## src/rtl/tms_sequencer.sv

```systemverilog
`default_nettype none
// ============================================================================
// Module   : tms_sequencer
// Purpose  : TMS1000-family program sequencer (PC/page/chapter, buffers, call
//            stack, ROM fetch). Optional macro TMS_SEQ_OVF_TRAP_EN turns a
//            call-stack overflow into a terminal ERROR state.
// Revision : 1.0 - initial release
// ============================================================================
module tms_sequencer #(
   parameter int PAGE_BITS    = 4,
   parameter int CHAPTER_BITS = 1,
   parameter int STACK_DEPTH  = 1
) (
   input  logic                               clk,
   input  logic                               reset,
   input  logic                               halt,
   output logic                               fetch_req,
   output logic [CHAPTER_BITS+PAGE_BITS+5:0]  rom_addr,
   input  logic                               instr_valid,
   input  logic [7:0]                         instruction,
   input  logic                               status,
   output logic [7:0]                         instr_out,
   output logic                               exec_strobe,
   output logic [3:0]                         stack_level,
   output logic                               error
);

   localparam int                      c_ENTRY_W = CHAPTER_BITS + PAGE_BITS + 6;
   localparam logic [3:0]              c_SP_MAX  = 4'(STACK_DEPTH);
   localparam logic [CHAPTER_BITS-1:0] c_CB_ONE  = CHAPTER_BITS'(1);

   typedef enum logic [1:0] {
      ST_FETCH = 2'd0,
      ST_EXEC  = 2'd1,
      ST_ERROR = 2'd2
   } state_t;

   state_t                  r_state, w_state_nxt;
   logic [5:0]              r_pc, w_pc_nxt;
   logic [PAGE_BITS-1:0]    r_page, w_page_nxt, r_pb, w_pb_nxt;
   logic [CHAPTER_BITS-1:0] r_chapter, w_chapter_nxt, r_cb, w_cb_nxt;
   logic [3:0]              r_sp, w_sp_nxt;
   logic [7:0]              r_instr, w_instr_nxt;
   logic                    r_error, w_error_nxt;
   logic                    w_push;
   logic [c_ENTRY_W-1:0]    w_push_data, w_top;
   logic [c_ENTRY_W-1:0]    r_stack [STACK_DEPTH];

   // Maximal-length shift-register PC sequence used by the TMS1000 family.
   function automatic logic [5:0] pc_step(input logic [5:0] pc);
      if (pc == 6'h1F)      return 6'h3F;
      else if (pc == 6'h3F) return 6'h3E;
      else                  return {pc[4:0], ~(pc[5] ^ pc[4])};
   endfunction

   always_comb begin
      w_top = '0;
      for (int i = 0; i < STACK_DEPTH; i++) begin
         if (r_sp == 4'(i + 1)) w_top = r_stack[i];
      end
   end

   always_comb begin
      w_state_nxt   = r_state;
      w_pc_nxt      = r_pc;
      w_page_nxt    = r_page;
      w_pb_nxt      = r_pb;
      w_chapter_nxt = r_chapter;
      w_cb_nxt      = r_cb;
      w_sp_nxt      = r_sp;
      w_instr_nxt   = r_instr;
      w_error_nxt   = r_error;
      w_push        = 1'b0;
      w_push_data   = {r_chapter, r_page, r_pc};
      fetch_req     = 1'b0;
      exec_strobe   = 1'b0;

      case (r_state)
         ST_FETCH: begin
            fetch_req = !halt && !reset;
            if (!halt && instr_valid) begin
               w_instr_nxt = instruction;
               w_pc_nxt    = pc_step(r_pc);
               w_state_nxt = ST_EXEC;
            end
         end
         ST_EXEC: begin
            exec_strobe = 1'b1;
            w_state_nxt = ST_FETCH;
            if (r_instr[7:4] == 4'b0001) begin
               w_pb_nxt = PAGE_BITS'(r_instr[3:0]);
            end else if (r_instr == 8'h0B) begin
               w_cb_nxt = r_cb ^ c_CB_ONE;
            end else if (r_instr == 8'h0F) begin
               if (r_sp != 4'd0) begin
                  w_pc_nxt      = w_top[5:0];
                  w_page_nxt    = w_top[PAGE_BITS+5:6];
                  w_pb_nxt      = w_top[PAGE_BITS+5:6];
                  w_chapter_nxt = w_top[c_ENTRY_W-1 -: CHAPTER_BITS];
                  w_sp_nxt      = r_sp - 4'd1;
               end else begin
                  w_page_nxt = r_pb;
               end
            end else if (r_instr[7] && status) begin
               if (r_instr[6] && (r_sp < c_SP_MAX)) begin
                  w_push        = 1'b1;
                  w_page_nxt    = r_pb;
                  w_pb_nxt      = r_page;
                  w_chapter_nxt = r_cb;
                  w_pc_nxt      = r_instr[5:0];
                  w_sp_nxt      = r_sp + 4'd1;
               end
`ifdef TMS_SEQ_OVF_TRAP_EN
               else if (r_instr[6]) begin
                  w_error_nxt = 1'b1;
                  w_pc_nxt    = r_pc;
                  w_state_nxt = ST_ERROR;
               end
`endif
               else begin
                  // Plain branch; an overflowing call also lands here.
                  w_pc_nxt      = r_instr[5:0];
                  w_chapter_nxt = r_cb;
                  if (r_sp == 4'd0) w_page_nxt = r_pb;
               end
            end
         end
         ST_ERROR: begin
         end
         default: begin
            w_state_nxt = ST_FETCH;
         end
      endcase
   end

   always_ff @(posedge clk or posedge reset) begin
      if (reset) begin
         r_state   <= ST_FETCH;
         r_pc      <= '0;
         r_page    <= '0;
         r_pb      <= '0;
         r_chapter <= '0;
         r_cb      <= '0;
         r_sp      <= '0;
         r_instr   <= '0;
         r_error   <= 1'b0;
      end else begin
         r_state   <= w_state_nxt;
         r_pc      <= w_pc_nxt;
         r_page    <= w_page_nxt;
         r_pb      <= w_pb_nxt;
         r_chapter <= w_chapter_nxt;
         r_cb      <= w_cb_nxt;
         r_sp      <= w_sp_nxt;
         r_instr   <= w_instr_nxt;
         r_error   <= w_error_nxt;
      end
   end

   // Stack storage needs no reset; push is impossible while reset holds FETCH.
   always_ff @(posedge clk) begin
      for (int i = 0; i < STACK_DEPTH; i++) begin
         if (w_push && (r_sp == 4'(i))) r_stack[i] <= w_push_data;
      end
   end

   assign rom_addr    = {r_chapter, r_page, r_pc};
   assign instr_out   = r_instr;
   assign stack_level = r_sp;
   assign error       = r_error;

endmodule
`default_nettype wire
```

## config.mk

```make
export PLATFORM = sky130hd
export DESIGN_NAME = tms_sequencer
export DESIGN_NICKNAME = d
export VERILOG_FILES = /design/src/rtl/tms_sequencer.sv
export SDC_FILE = /design/constraint.sdc
export NUM_CORES = 1
export LEC_CHECK = 0
export ABC_CLOCK_PERIOD_IN_PS = 2500
export BUFFER_PORTS_ARGS = -buffer_cell sky130_fd_sc_hd__buf_4
export CORE_MARGIN = 5
export CORE_UTILIZATION = 55
export CTS_BUF_LIST = sky130_fd_sc_hd__clkbuf_8 sky130_fd_sc_hd__clkbuf_16
export CTS_CLUSTER_DIAMETER = 200
export CTS_CLUSTER_SIZE = 40
export DETAILED_ROUTE_END_ITERATION = 12
export PLACE_DENSITY = 0.79
export SLEW_MARGIN = 20
export SYNTH_ARGS = -nofsm -noshare
export SYNTH_HDL_FRONTEND = slang
export SYNTH_SLANG_ARGS = --single-unit
export TNS_END_PERCENT = 30
```

## constraint.sdc

```tcl
create_clock -name clk -period 2.5 [get_ports clk]
set_input_delay 0.375 -clock clk [delete_from_list [all_inputs] [get_ports clk]]
set_output_delay 0.375 -clock clk [all_outputs]
set_load 0.01 [all_outputs]
```

==> results of run 1 <==
metrics by stage:
| stage | power [uW] | worst slack (ns) | hold WS (ns) |
|---|---|---|---|
| after floorplan | 1210 | 0.291 | 0.440 |
| after global placement | 1430 | 0.244 | 0.456 |
| after detailed placement | 1450 | 0.219 | 0.462 |
| after CTS | 2030 | 0.173 | 0.177 |
| after global routing | 2130 | 0.0957 | 0.193 |
| final | 2010 | 0.156 | 0.165 |
final cells by class:
class,instances,area [sq um]
clock buffer,7,96.3
clock inverter,1,30.0
fill,334,1270
inverter,8,30.0
multi-input combinational,138,1060
sequential,40,1060
tap,50,62.6
timing repair buffer,49,368
logic make-up (layout without fill, tap and decap cells):
| kind of cell | count (synthesis) | after routing | share of synthesized area, % |
|---|---|---|---|
| buffers and inverters | 23 | 65 | 4.62 |
| AND/OR/NAND/NOR | 61 | 61 | 17.2 |
| adder cells (fa/ha/maj) | 6 | 6 | 3.38 |
| XOR/XNOR | 5 | 5 | 1.97 |
| flip-flops | 40 | 40 | 47.5 |
| other | 1 | 1 | 0.169 |
| AO/OA/AOI/OAI | 40 | 40 | 12.6 |
| multiplexers | 25 | 25 | 12.6 |
state kept, by name, indices dropped and copies added (netlist names):
| name | cells |
|---|---|
| instr_out | 8 |
| r_cb | 1 |
| r_chapter | 1 |
| r_page | 4 |
| r_pb | 4 |
| r_pc | 6 |
| r_stack | 11 |
| r_state | 1 |
| stack_level | 4 |
where the power goes:
part           internal (uW)  total (uW)  switching, uW
combinational            286         519            232
sequential               778         917            139
clock                    352         577            224
critical path: stages (launching register included):
cell,delay (ns)
dfrtp_1,0.42
inv_1,0.14
ha_1,0.19
or3b_2,0.48
or3_4,0.38
a21oi_4,0.26
mux2_2,0.37
layer usage:
layer / share of wire [%] / GRT usage [%] / vias up / routed length (um)
met5: 0 / 0 / - / 0
met4: 1.6 / 8.05 / 0 / 84
met3: 5.8 / 3.97 / 11 / 301
met2: 49 / 35.5 / 57 / 2510
met1: 44 / 28.0 / 851 / 2270
li1: - / - / 826 / -
placed cells by master, fill, tap and decap left out, drive strengths merged, types with 2 or more instances in the layout:
| master | synthesis | layout |
|---|---|---|
| and3b | 3 | 3 |
| xnor2 | 2 | 2 |
| o31ai | 3 | 3 |
| nand2 | 11 | 11 |
| nand4 | 6 | 6 |
| ha | 6 | 6 |
| nor3b | 2 | 2 |
| nand4b | 3 | 3 |
| or3 | 2 | 2 |
| inv | 8 | 8 |
| dfrtp | 29 | 29 |
| xor2 | 3 | 3 |
| a21oi | 7 | 7 |
| buf | 5 | 49 |
| or3b | 2 | 2 |
| clkbuf | 10 | 7 |
| nand3b | 2 | 2 |
| nor3 | 3 | 3 |
| and2 | 2 | 2 |
| mux2i | 2 | 2 |
| o21ai | 8 | 8 |
| mux2 | 23 | 23 |
| o211ai | 5 | 5 |
| nand3 | 10 | 10 |
| o22ai | 2 | 2 |
| nor2b | 2 | 2 |
| a22oi | 3 | 3 |
| a41oi | 2 | 2 |
| nor2 | 5 | 5 |
| edfxtp | 11 | 11 |
| a211oi | 3 | 3 |
worst paths after layout:
kind	to	cells after the start
hold / removal	r_pc[5]	3
hold reg to reg	r_stack[0][10]	0
setup / recovery	r_pc[2]	6
max in group asynchronous	r_page[0]	3
min in group clk	instr_out[5]	2
setup reg to reg	r_pc[2]	6
==> metrics.md, run 1 <==
| Metric | Value |
|---|---|
| Gr ovfl total | 0 |
| Number of synthesized flops with an enable pin | 11 |
| Post-CTS Setup Inserts | 0 |
| Core ar. | roughly 4000 sq um |
| Worst-Margin Slew | roughly 0.60 ns |
| Area delta synth->final | 21.8% |
| CP startpoint | stack_level[1] |
| Worst-path clk slew | roughly 0.08 ns |
| Hold Fails Final Rpt | 0 |
| GPL Wtd Cong | approximately 0.90 |
| # nets final | roughly 260 |
| Final HPWL DP | 3.68 mm |
| Routed length per instance | approximately 18 um |
| Largest net degree at the start of global routing | 30 |
| Top cell type's share of synthesized area | 32.7% |
| Worst skew pair latency | roughly 0.29 ns |
| Clock Sinks | 40 |
| Die area | 5410 sq um |
| Static Leakage | about 0.0011 uW |
| # IOs | 39 |
| Arrival time at the worst endpoint | 2.52 ns |
| Slew Limit Fails | 0 |
| Max Clock Skew | 0.00236 ns |
| CTS Buf Count | 5 |
| Starting Density | 55.9% |
| CTS max path bufs | 2 |
| R2R setup slack | about 0.16 ns |
| Post-DP Area | ~2600 sq um |
| Drt via density | roughly 6.0 |
| Data required time of the critical path | around 2.7 ns |
| Final Critical Period | roughly 2.3 ns |
| Flops & latches, synth | 40 |
| Synth warn | 0 |
| CTS tree | built |
| Avg Inst Size Synth | between 10 and 15 sq um |
| Final period utilization | between 90 and 100% |
| Core Rows | 23 |
| Final instance area | roughly 2700 sq um |
| Global-route wire length before repair | 8.89 mm |
| Max cap viols | 0 |
| Cell Pwr Density | about 740 nW/um^2 |
| Post-route DRC | 0 |
| Port Buffers | 37 |
| Top-count cell post-synth | dfrtp_1 |
| Syn_nets | 220 |
| Post-synthesis sequential area ratio | 47.5% |
| Initial antenna violation count | 0 |
| Crit end category | flip-flop |
| Chip width | 73.5 um |
| Cell taking the most area after synthesis | dfrtp_1 |
| Layout cells sized above 1 | 36.6% |
| Synthesized area | around 2200 sq um |
| PostCTS Resize Cnt | 0 |
| Die Span Y | 73.5 um |
| Synthesized instance count | between 200 and 250 |
| Final setup vio count | 0 |
| Synth cell count leaders | dfrtp_1, mux2_2, edfxtp_1 |
| Critical Path Start Type | flip-flop |
| Vias in the first global route | around 1800 |
| Via count | around 1700 |
| Finished Layout Cells | 293 |
| Hold buffers post-CTS | 0 |
| Total track usage | around 22% |
| Worst IR Drop VDD | 0.462 mV |
| Worst Path Max Fanout | 6 |
| Max_slew headroom | around three fifths |
| Unrepaired setup endpoints after global routing | no |
| Final cell utilization of the core | about two thirds |
| Hold Path Class | input pin to asynchronous set/reset pin |
| Top FF cell, synth | dfrtp_1 |
| H-tree depth | 2 |
| Ys async rst share | between 70 and 80% |
| Antenna viol nets, final | 0 |
| # diodes | 0 |
| Initial DRT Pass Iterations | 4 |
| Synth area leaders | dfrtp_1, edfxtp_1, mux2_2 |
| Post-placement cell count | between 200 and 300 |
| CTS root buffer | clkbuf_8 |
| Status | finished, final reports clean |
| Crit path kind | flip-flop to flip-flop |
| Worst r2r src | stack_level[1] |
| Max Clk Rate | around 430 MHz |
| Setup TNS | 0 ns |
| Yosys cell types | between 50 and 60 |
| DRT Wirelength | 5.17 mm |
| Iteration-0 DRC Markers | 120 |
No activity file was read; power rests on OpenSTA's default activity.
==> inputs of run 2 (changes only) <==
--- a/config.mk
+++ b/config.mk
@@ -13,7 +13,7 @@
 export CTS_CLUSTER_DIAMETER = 200
 export CTS_CLUSTER_SIZE = 40
 export DETAILED_ROUTE_END_ITERATION = 12
-export PLACE_DENSITY = 0.79
+export PLACE_DENSITY_LB_ADDON = 0.15
 export SLEW_MARGIN = 20
 export SYNTH_ARGS = -nofsm -noshare
 export SYNTH_HDL_FRONTEND = slang
==> metrics.md, run 2 (synthesis gave the netlist of run 1 again) <==
| Metric | Value |
|---|---|
| Pre-CTS worst setup slack | 0.199 ns (was 0.219 ns) |
| Final instance area | 2660 sq um (was 2710 sq um) |
| Worst skew pair latency | 0.30 ns (was 0.29 ns) |
| Worst-path clk slew | 0.08 ns (about the same) |
| Arrival time at the worst endpoint | 2.52 ns (about the same) |
| Vias in the first global route | 1885 (was 1831) |
| CTS tree | built (unchanged) |
| Initial DRT Pass Iterations | 4 (unchanged) |
| Most frequent cells in the layout | buf_4, dfrtp_1, mux2_2 (unchanged) |
| Final period utilization | 93.3% (was 93.8%) |
| Port Buffers | 37 (unchanged) |
| Worst Path Buf+Inv | 1 (unchanged) |
| Reg2Reg Depth | 6 (unchanged) |
| # IOs | 39 (unchanged) |
| Clock Sinks | 40 (unchanged) |
| Iteration-0 DRC Markers | 114 (was 120) |
| Hold buffers post-CTS | 0 (unchanged) |
| Routed length per instance | 19.2 um (was 17.7 um) |
| H-tree depth | 2 (unchanged) |
| Max cap viols | 0 (unchanged) |
| Unrepaired setup endpoints after global routing | no (unchanged) |
| Layout cells sized above 1 | 35.4% (was 36.6%) |
| Sequential share of power | 47.2% (was 45.6%) |
| Status | finished, final reports clean (unchanged) |
| Worst Path Max Fanout | 6 (unchanged) |
| P_sw | 604 uW (was 595 uW) |
| Hold Path Class | input pin to asynchronous set/reset pin (unchanged) |
| Antenna viol nets, final | 0 (unchanged) |
| Total Power | 1950 uW (was 2010 uW) |
| GPL Wtd Cong | 0.906 (was 0.902) |
| Core Rows | 23 (unchanged) |
| Largest Register | r_stack (unchanged) |
| Max_slew headroom | 54.3% (was 59.6%) |
| Fin worst setup slack | 0.169 ns (was 0.156 ns) |
| Net switching fraction of the power | 30.9% (was 29.6%) |
| Final Critical Period | 2.33 ns (was 2.34 ns) |
| # nets final | 258 (was 261) |
| Largest net degree at the start of global routing | 30 (unchanged) |
| Via count | 1786 (was 1745) |
| Die Span Y | 73.5 um (unchanged) |
| Final HPWL DP | 3.86 mm (was 3.68 mm) |
| Post-CTS Setup Inserts | 0 (unchanged) |
| Critical Path Start Type | flip-flop (unchanged) |
| Worst IR Drop VDD | 0.581 mV (was 0.462 mV) |
| Fill count | 318 (was 334) |
| Cell Pwr Density | 733 nW/um^2 (was 744 nW/um^2) |
| DRT Wirelength | 5.58 mm (was 5.17 mm) |
| # diodes | 0 (unchanged) |
| Internal | 1350 uW (was 1420 uW) |
| Post-route DRC | 0 (unchanged) |
| Drt via density | 6.16 (was 5.96) |
| Initial antenna violation count | 0 (unchanged) |
| Gr ovfl total | 0 (unchanged) |
| CTS Buf Count | 5 (unchanged) |
| Slew Limit Fails | 0 (unchanged) |
| Hold Fails Final Rpt | 0 (unchanged) |
| Post-DP Area | 2560 sq um (was 2580 sq um) |
| Commonest non-fill, non-tap cell in the layout | buf_4 (unchanged) |
| WP depth | 6 (unchanged) |
| Setup TNS | 0 ns (unchanged) |
| Clock power frac | 26.5% (was 28.7%) |
| PostCTS Resize Cnt | 0 (unchanged) |
| Critical-path cell with the highest stage delay | or3b_2 (unchanged) |
| Combinational group share of total power | 26.3% (was 25.8%) |
| Static Leakage | 0.00111 uW (was 0.00113 uW) |
| Max reg flops | 11 (unchanged) |
| Crit end category | flip-flop (unchanged) |
| Global-route wire length before repair | 9.20 mm (was 8.89 mm) |
| Crit-path cells | inv_1 > ha_1 > or3b_2 > or3_4 > a21oi_4 > mux2_2 (unchanged) |
| Core ar. | 3970 sq um (unchanged) |
| CTS max path bufs | 2 (unchanged) |
| Area delta synth->final | 19.9% (was 21.8%) |
| Crit path kind | flip-flop to flip-flop (unchanged) |
| Data required time of the critical path | 2.69 ns (was 2.68 ns) |
| Die area | 5410 sq um (unchanged) |
| Worst-Margin Slew | 0.680 ns (was 0.602 ns) |
| Total track usage | 22.6% (was 21.5%) |
| Max Clock Skew | 0.00642 ns (was 0.00236 ns) |
| Final setup vio count | 0 (unchanged) |
| Max Clk Rate | 429 MHz (was 427 MHz) |
| CTS root buffer | clkbuf_8 (unchanged) |
| Starting Density | 55.9% (unchanged) |
| Critical path's largest stage delay | 0.46 ns (was 0.48 ns) |
| Crit-path leading delay family | simple AND/OR/NAND/NOR gates (unchanged) |
| Chip width | 73.5 um (unchanged) |
-- run 2: changes by cell type in the layout (fill, tap and decap cells not counted) --
cell      delta
clkbuf_8     -2
buf_4        -3
clkinv_2     +1
inv_1        +1
-- run 2: power by group through the flow --
| stage | logic (uW) | clock network (uW) | registers, uW |
|---|---|---|---|
| after floorplan | 297 | 0 | 914 |
| after global placement | 498 | 0 | 919 |
| after CTS | 519 | 527 | 920 |
| final | 513 | 518 | 923 |
| after detailed placement | 516 | 0 | 934 |
| after global routing | 569 | 554 | 938 |
-- run 2: worst paths after layout --
check                               start             end  slack, ns
min reg2reg                     r_chapter  r_stack[0][10]       0.48
min in group clk           instruction[0]    instr_out[0]       0.31
max reg2reg                stack_level[1]         r_pc[2]       0.17
min                                 reset      r_state[0]       0.17
max                        stack_level[1]         r_pc[2]       0.17
max in group asynchronous           reset    instr_out[6]       2.04
-- run 2: metrics by stage --
stage                     util, %  hold slack, ns  std cells
after global routing         67.1           0.195        290
after floorplan                 -           0.440        201
after global placement       64.4           0.452        282
final                        67.1           0.170        290
after detailed placement     64.4           0.466        282
after CTS                    67.1           0.168        290
-- run 2: layout make-up --
| type | instances | area [sq um] | area share [%] |
|---|---|---|---|
| Inverter | 8 | 30.0 | 1.13 |
| Multi-Input combinational cell | 138 | 1060 | 39.9 |
| Clock buffer | 5 | 68.8 | 2.58 |
| Clock inverter | 3 | 38.8 | 1.46 |
| Timing Repair Buffer | 46 | 345 | 13.0 |
| Sequential cell | 40 | 1060 | 39.6 |
| Tap cell | 50 | 62.6 | 2.35 |
-- run 2: worst register-to-register path: stages, from the launching register on --
cell	delay, ns
dfrtp_1	0.43
inv_1	0.15
ha_1	0.18
or3b_2	0.46
or3_4	0.37
a21oi_4	0.26
mux2_2	0.37
-- run 2: layer usage --
metal	track usage, %	up-vias	part of all wire (%)	wire [um]
met5	0	-	0	0
met4	10.1	0	2.6	145
met3	5.34	14	6.1	342
met2	37.4	72	50	2790
met1	27.9	881	41	2300
li1	-	819	-	-
